[src/rtl/cdb_arbiter.sv]
// cdb_arbiter: round-robin arbiter that shares the common data bus between
// the functional-unit result producers and registers a one-cycle broadcast.
// Optional macro CDB_BRANCH_PRIORITY_EN: requester 0 (branch ALU) always wins
// and a priority grant leaves the round-robin pointer untouched.
module cdb_arbiter #(
  parameter int NUM_REQ    = 4,
  parameter int SRC_WIDTH  = 2,
  parameter int TAG_WIDTH  = 4,
  parameter int DATA_WIDTH = 32
) (
  input  logic                          clk,
  input  logic                          rst,
  input  logic [NUM_REQ-1:0]            req_valid,
  input  logic [NUM_REQ*TAG_WIDTH-1:0]  req_tag,
  input  logic [NUM_REQ*DATA_WIDTH-1:0] req_data,
  input  logic                          flush,
  output logic [NUM_REQ-1:0]            grant,
  output logic                          cdb_valid,
  output logic [TAG_WIDTH-1:0]          cdb_tag,
  output logic [DATA_WIDTH-1:0]         cdb_data,
  output logic [SRC_WIDTH-1:0]          cdb_src
);

  logic [SRC_WIDTH-1:0]  ptr_q, ptr_d;
  logic                  cdb_valid_q, cdb_valid_d;
  logic [TAG_WIDTH-1:0]  cdb_tag_q, cdb_tag_d;
  logic [DATA_WIDTH-1:0] cdb_data_q, cdb_data_d;
  logic [SRC_WIDTH-1:0]  cdb_src_q, cdb_src_d;

  logic                  found;
  logic                  prio_win;
  logic [SRC_WIDTH-1:0]  win_idx;
  logic [TAG_WIDTH-1:0]  sel_tag;
  logic [DATA_WIDTH-1:0] sel_data;

  // Pick the winner by scanning from ptr with wrap; reset and flush suppress any grant.
  always_comb begin
    int idx;
    found    = 1'b0;
    prio_win = 1'b0;
    win_idx  = '0;
    sel_tag  = '0;
    sel_data = '0;
    grant    = '0;
    idx      = 0;
    if (rst && !flush) begin
`ifdef CDB_BRANCH_PRIORITY_EN
      if (req_valid[0]) begin
        found    = 1'b1;
        prio_win = 1'b1;
        win_idx  = '0;
        sel_tag  = req_tag[0 +: TAG_WIDTH];
        sel_data = req_data[0 +: DATA_WIDTH];
      end
`endif
      for (int k = 0; k < NUM_REQ; k++) begin
        idx = int'(ptr_q) + k;
        if (idx >= NUM_REQ) idx = idx - NUM_REQ;
        if (!found && req_valid[idx]) begin
          found    = 1'b1;
          win_idx  = SRC_WIDTH'(idx);
          sel_tag  = req_tag[idx*TAG_WIDTH +: TAG_WIDTH];
          sel_data = req_data[idx*DATA_WIDTH +: DATA_WIDTH];
        end
      end
      if (found) grant[win_idx] = 1'b1;
    end
  end

  // Advance the pointer past a round-robin winner; hold on idle, flush or priority grant.
  always_comb begin
    ptr_d = ptr_q;
    if (found && !prio_win) begin
      if (win_idx == SRC_WIDTH'(NUM_REQ - 1)) ptr_d = '0;
      else                                    ptr_d = win_idx + SRC_WIDTH'(1);
    end
  end

  // Load the broadcast register from the winner; payload holds when nothing is granted.
  always_comb begin
    cdb_valid_d = found;
    cdb_tag_d   = cdb_tag_q;
    cdb_data_d  = cdb_data_q;
    cdb_src_d   = cdb_src_q;
    if (found) begin
      cdb_tag_d  = sel_tag;
      cdb_data_d = sel_data;
      cdb_src_d  = win_idx;
    end
  end

  // State registers, cleared asynchronously so a reset mid-broadcast kills it at once.
  always_ff @(posedge clk or negedge rst) begin
    if (!rst) begin
      ptr_q       <= '0;
      cdb_valid_q <= 1'b0;
      cdb_tag_q   <= '0;
      cdb_data_q  <= '0;
      cdb_src_q   <= '0;
    end else begin
      ptr_q       <= ptr_d;
      cdb_valid_q <= cdb_valid_d;
      cdb_tag_q   <= cdb_tag_d;
      cdb_data_q  <= cdb_data_d;
      cdb_src_q   <= cdb_src_d;
    end
  end

  assign cdb_valid = cdb_valid_q;
  assign cdb_tag   = cdb_tag_q;
  assign cdb_data  = cdb_data_q;
  assign cdb_src   = cdb_src_q;

endmodule
[config.mk]
export PLATFORM = sky130hd
export DESIGN_NAME = cdb_arbiter
export DESIGN_NICKNAME = d
export VERILOG_FILES = /design/src/rtl/cdb_arbiter.sv
export SDC_FILE = /design/constraint.sdc
export NUM_CORES = 1
export LEC_CHECK = 0
export CORE_ASPECT_RATIO = 1.5
export CORE_UTILIZATION = 25
export CTS_BUF_LIST = sky130_fd_sc_hd__clkbuf_4
export DETAILED_ROUTE_END_ITERATION = 8
export PLACE_DENSITY = 0.53
export SKIP_LAST_GASP = 1
export SLEW_MARGIN = 20
export SYNTH_ARGS = -nofsm -noshare
export SYNTH_HDL_FRONTEND = slang
export SYNTH_SLANG_ARGS = --single-unit
[constraint.sdc]
create_clock -name clk -period 4.91 [get_ports clk]
set_input_delay 0.982 -clock clk [delete_from_list [all_inputs] [get_ports clk]]
set_output_delay 0.982 -clock clk [all_outputs]
set_load 0.02 [all_outputs]
; Word-level counts from Yosys, hierarchy flattened
; Cells that the tools add are included.
[classes]
n_addsub = 8
n_lt_le_gt_ge = 10
n_eq_ne = 1
shift = 8
n_mux = 50
reduce_logical = 9
[op_table]
columns = operator, count
row1 = indexed part select 128 x 32 -> 32 bit, 4
row2 = 2-to-1 mux 32 bit, 13
row3 = < comparator 32 x 4 -> 1 bit (second input constant), 4
row4 = indexed part select 16 x 32 -> 4 bit, 4
row5 = 2-to-1 mux 4 bit, 7
row6 = 2-to-1 mux 1 bit, 18
row7 = 2-to-1 mux 2 bit, 7
row8 = subtractor 3 x 3 -> 4 bit (second input constant), 3
row9 = greater-or-equal comparator 3 bit (second input constant), 3
row10 = binary-select mux 1 bit (select 2 bit), 4
row11 = adder 2 x 2 -> 3 bit (second input constant), 2
row12 = logical AND 1 bit, 5
row13 = zero test 1 bit, 4
row14 = subtractor 2 x 3 -> 4 bit (second input constant), 1
row15 = adder 2 x 1 -> 3 bit (second input constant), 1
row16 = greater-or-equal comparator 2 x 3 -> 1 bit (second input constant), 1
row17 = < comparator 2 x 3 -> 1 bit (second input constant), 1
row18 = adder 2 x 1 -> 2 bit (second input constant), 1
row19 = demux 1 bit (select 2 bit), 1
row20 = equality test 2 bit (second input constant), 1
row21 = greater-or-equal comparator 2 x 1 -> 1 bit (second input constant), 1
[totals]
ff_bits = 41
input_bits = 151
output_inout_bits = 43
elab_cells = 91

; Logic depth before layout (Yosys ltp)
[depth]
ltp_word = 26
depth_mapped = 17
depth_no_buf = 8

; Worst setup path before layout
; Ideal clock, no wire load.
[synth_path]
path_type = register to output
startpoint = register ptr_q[0]
endpoint = output port grant[3]
t_arrival_ns = 4.025
required_ns = 3.928
slack_ns = -0.097
stages_incl_launch_ff = 15
n_path_buf = 7
path_cell_list = dfrtp_1 > buf_6 > buf_2 > clkbuf_1 > buf_2 > buf_2 > inv_1 > ha_1 > buf_2 > mux4_2 > buf_6 > or2_2 > o2111a_1 > or2_2 > a211oi_1
[synth_via]
elab_chain_cells = 26
word_cells_on_any_way = 57
classes_between = 7 x add/sub / 6 x order compare / 37 x mux / 7 x reduce/logical
[synth_rtl]
columns = element, line_no
row1 = "start, declared", 24  ; logic [SRC_WIDTH-1:0] ptr_q, ptr_d;
row2 = "start signal, assigned", 101  ; ptr_q <= ptr_d;
row3 = subtractor 2 x 3 -> 4 bit / greater-or-equal comparator 2 x 3 -> 1 bit (equally long branches), 58  ; if (idx >= NUM_REQ) idx = idx - NUM_REQ;
row4 = 2-to-1 mux 32 bit, 58
row5 = 2-to-1 mux 32 bit, 46  ; if (rst && !flush) begin
row6 = binary-select mux 1 bit (select 2 bit), 59  ; if (!found && req_valid[idx]) begin
row7 = 2-to-1 mux 1 bit (implied by the code) (2 in a row), 59
row8 = 2-to-1 mux 1 bit, 59
row9 = 2-to-1 mux 1 bit, 46
row10 = zero test 1 bit, 59
row11 = (+9 left out), n/a
row12 = 2-to-1 mux 2 bit, 59
row13 = 2-to-1 mux 2 bit, 46
row14 = < comparator 2 x 3 -> 1 bit (implied by the code) / greater-or-equal comparator 2 x 1 -> 1 bit (equally long branches), 66  ; if (found) grant[win_idx] = 1'b1;
row15 = logical AND 1 bit (implied by the code), 66
row16 = 2-to-1 mux 1 bit (implied by the code), 66
row17 = demux 1 bit (select 2 bit), 66
row18 = 2-to-1 mux 4 bit *, 66
row19 = 2-to-1 mux 4 bit *, 46
row20 = "end, declared", 17  ; output logic [NUM_REQ-1:0] grant,
; Mark *: on every way between the ends. The rest lies on a longest branch, timed or not. The select of a mux whose other input is x is not followed.

; Worst setup path in the final report
[layout_path]
startpoint = input port req_valid[0]
endpoint = output port grant[3]
[layout_via]
elab_chain_cells = 23
word_cells_on_any_way = 38
classes_between = 2 x order compare / 29 x mux / 7 x reduce/logical
[layout_rtl]
columns = element, line_no
row1 = "start, declared", 13  ; input logic [NUM_REQ-1:0] req_valid,
row2 = binary-select mux 1 bit (select 2 bit), 59
row3 = 2-to-1 mux 1 bit (implied by the code) (2 in a row), 59
row4 = 2-to-1 mux 1 bit, 59
row5 = 2-to-1 mux 1 bit, 46
row6 = zero test 1 bit, 59
row7 = logical AND 1 bit, 59
row8 = 2-to-1 mux 1 bit, 59
row9 = 2-to-1 mux 1 bit, 46
row10 = (+6 left out), n/a
row11 = 2-to-1 mux 2 bit, 59
row12 = 2-to-1 mux 2 bit, 46
row13 = < comparator 2 x 3 -> 1 bit (implied by the code) / greater-or-equal comparator 2 x 1 -> 1 bit (equally long branches), 66
row14 = logical AND 1 bit (implied by the code), 66
row15 = 2-to-1 mux 1 bit (implied by the code), 66
row16 = demux 1 bit (select 2 bit), 66
row17 = 2-to-1 mux 4 bit *, 66
row18 = 2-to-1 mux 4 bit *, 46
; Marked as above.

==> flow_summary.ini <==
[status]
status = completed

[clock_tree]
worstSkewPairLatency_ns = 0.38
htreeDepth = 2
path_clk_slew_ns = 0.14
max-clock-path-buffers = 2
numClockSinks = 41
cts_setup_buffers = 0
cts_root_buffer = clkbuf_4
postCtsHoldBufs = 0
cts_resized = 0
cts_tree = done
cts_buffers = 5

[global_route]
grt_pass1_wl_um = 34000
grtUsageTotal_pct = 17.8
grt_max_degree = 150
grt_pass1_vias = 5954
grt_overflow = 0
antenna_found_initial = 1

[worst_setup_path]
start_kind = input pin
end_kind = primary output
r2r-start = ptr_q[0]$_DFFE_PN0P_
critPathMaxFanout = 7
setup.worst_path.start = req_valid[0]
worstPathRequired_ns = 3.93
reg2reg_setup_slack_ns = 1.20
arrival_ns = 3.75
worstSetupPathType = input pin to primary output
rr_endpoint = cdb_data[31]$_DFFE_PN0P_
rr_worst_depth = 9

[synthesis]
yosysWarnings = 0
async_reset_ff_share_pct = 100
postSynthAreaPerCell_um2 = 9.54
yosys.cell_types.count = 47
muxShareOfSynthArea_pct = 44.6
synth.top_cell.area_share_pct = 25.3
netlist_instances = 636
syn_area_mm2 = 0.00606
synthTopCellsByArea = mux4_2, dfrtp_1, mux2i_1
synth-simple-area-share_pct = 12.3
synth_flop_cell = dfrtp_1
synth_enable_flop_cells = 0
synth-compound-area-share_pct = 19.5
synth_top_family_by_area = multiplexers
synthXorXnorAreaFrac_pct = 0
yosys.area.top_type = mux4_2
synthTopCellsByCount = mux2i_1, mux4_2, nand2_1
ys_ff_latch = 41
ys_seq_area_share_pct = 16.9
synth_most_common_cell = mux2i_1
synth.net_count = 792
synth_fa_ha_area_share_pct = 1.03

[sta]
finalSetupViolations = 0
post-route-period-util_pct = 96.3
rsz0062_at_grt = no
fin_crit_ns = 4.73
tns_ns = 0
fmax_mhz = 211
hold_slack_ns = 0.491
maxSlewViolCount = 0
worst_slack_ns = 0.181
relSlewSlack_pct = 30.4
worst_pin_slew_ns = 1.04
finalHoldViolations = 0
skew_ns = 0.0193

[min_path]
worstHoldPathType = flop to flop
min_delay_worst_endpoint = cdb_data[28]$_DFFE_PN0P_
min_from = cdb_data[28]$_DFFE_PN0P_
hold_path_depth = 2

[power]
p_int_mw = 2.60
powerDensity_mw_per_mm2 = 609
switchingPower_mw = 2.50
seqPwrFrac_pct = 11.7
p_sw_share_pct = 49.0
p_total_mw = 5.10
power.share.combinational_pct = 84.5
power.static_leakage_nw = 3.09
ir_worst_vdd_mv = 0.423
clock_power_share_pct = 3.8

[finish]
drive_above_1_share_pct = 19.4
finalNetCount = 945
fill_cells = 2478
fin_area_mm2 = 0.00837
stdcell_count = 1109
post-route-util_pct = 35.3
area_growth_pct = 38.0

[placed_design]
gp_congestion = 0.791
portBuffers = 193
dpl.cell_count = 1101
place_area_mm2 = 0.00832
dp.final_hpwl_um = 15600
dp_slack_ns = 0.167

[route]
wl_met2_um = 11600
vias = 5959
wire_per_inst_um = 19.9
drt-total-wl_um = 22000
ant_nets = 0
route.met3.wl_um = 991
drc_errors = 0
first_iter_violations = 308
dr.max_layer_used = met4
vias_per_cell = 5.37
drt-met1-wl_um = 9160
firstDrtPassIters = 4

[die]
core_mm2 = 0.0237
fp.dieH_um = 193
start_util_pct = 25.5
die-area_mm2 = 0.0249
num_rows = 69
fp.dieW_um = 129
io_pins = 194

[job]
maxCapViolations = 0
flip-flops by register name, summed over array words and instances, names as in the netlist:
signal and cells:
cdb_src 2, ptr_q 2, cdb_valid 1, cdb_data 32, cdb_tag 4
worst max-delay path, stage by stage:
cell             delay (ns)
clkdlybuf4s50_1        0.50
mux4_2                 0.50
or2_2                  0.32
o2111a_1               0.28
or2_2                  0.33
a211oi_2               0.21
clkdlybuf4s50_1        0.63
power groups by stage:
stage          sequential, mW  clock (mW)  combinational, mW
2_1_floorplan           0.765           0               2.97
3_3_place_gp            0.609           0               4.32
3_5_place_dp            0.607           0               4.35
4_1_cts                 0.601       0.206               4.37
5_1_grt                 0.617       0.216               4.72
6_report                0.596       0.195               4.31
final cells by class:
cell class	count	area (um2)	share of cell area (%)
diodes	1	2.50	0.0299
clock buffers	6	45.0	0.538
clock inverters	1	3.75	0.0448
inverters	4	15.0	0.179
multi-input cells	518	4740	56.6
flip-flops and latches	41	1030	12.3
well taps	319	399	4.77
repair buffers	219	2130	25.5
how the worst max path moves through the flow:
stage,to,slack (ns)
final,grant[3],0.18
after CTS,grant[3],0.16
after floorplan,grant[0],0.02
after global placement,grant[3],0.18
after global routing,grant[3],0.07
after detailed placement,grant[3],0.17
routing by layer:
metal	vias to the layer above	track usage [%]
li1	2856	-
met1	2911	21.5
met2	182	33.3
met3	10	2.27
met4	0	3.48
met5	-	0
cells by family (layout without fill, tap and decap cells):
| group | count (synthesis) | in the layout |
|---|---|---|
| AO/OA/AOI/OAI | 176 | 176 |
| adder cells (fa/ha/maj) | 5 | 5 |
| buffers and inverters | 77 | 230 |
| flip-flops | 41 | 41 |
| multiplexers | 181 | 181 |
| other | 0 | 1 |
| AND/OR/NAND/NOR | 156 | 156 |
layout by cell type, fill, tap and decap left out, types with 4 or more instances in the layout:
cell type        instances
a2111oi_0               10
a211oi_1                11
a21oi_1                 49
a221o_1                 10
a22o_1                   4
a31oi_1                 15
buf_4                   25
clkbuf_4                 6
clkdlybuf4s50_1        192
dfrtp_1                 39
ha_1                     4
mux2_2                  36
mux2i_1                 76
mux4_2                  68
nand2_1                 60
nand3_1                 20
nand4b_1                10
nor2_1                  37
nor3_1                   8
o211ai_1                11
o21ai_0                 16
o22ai_1                 15
o31ai_1                 24
Power figures use the tool's default switching activity.
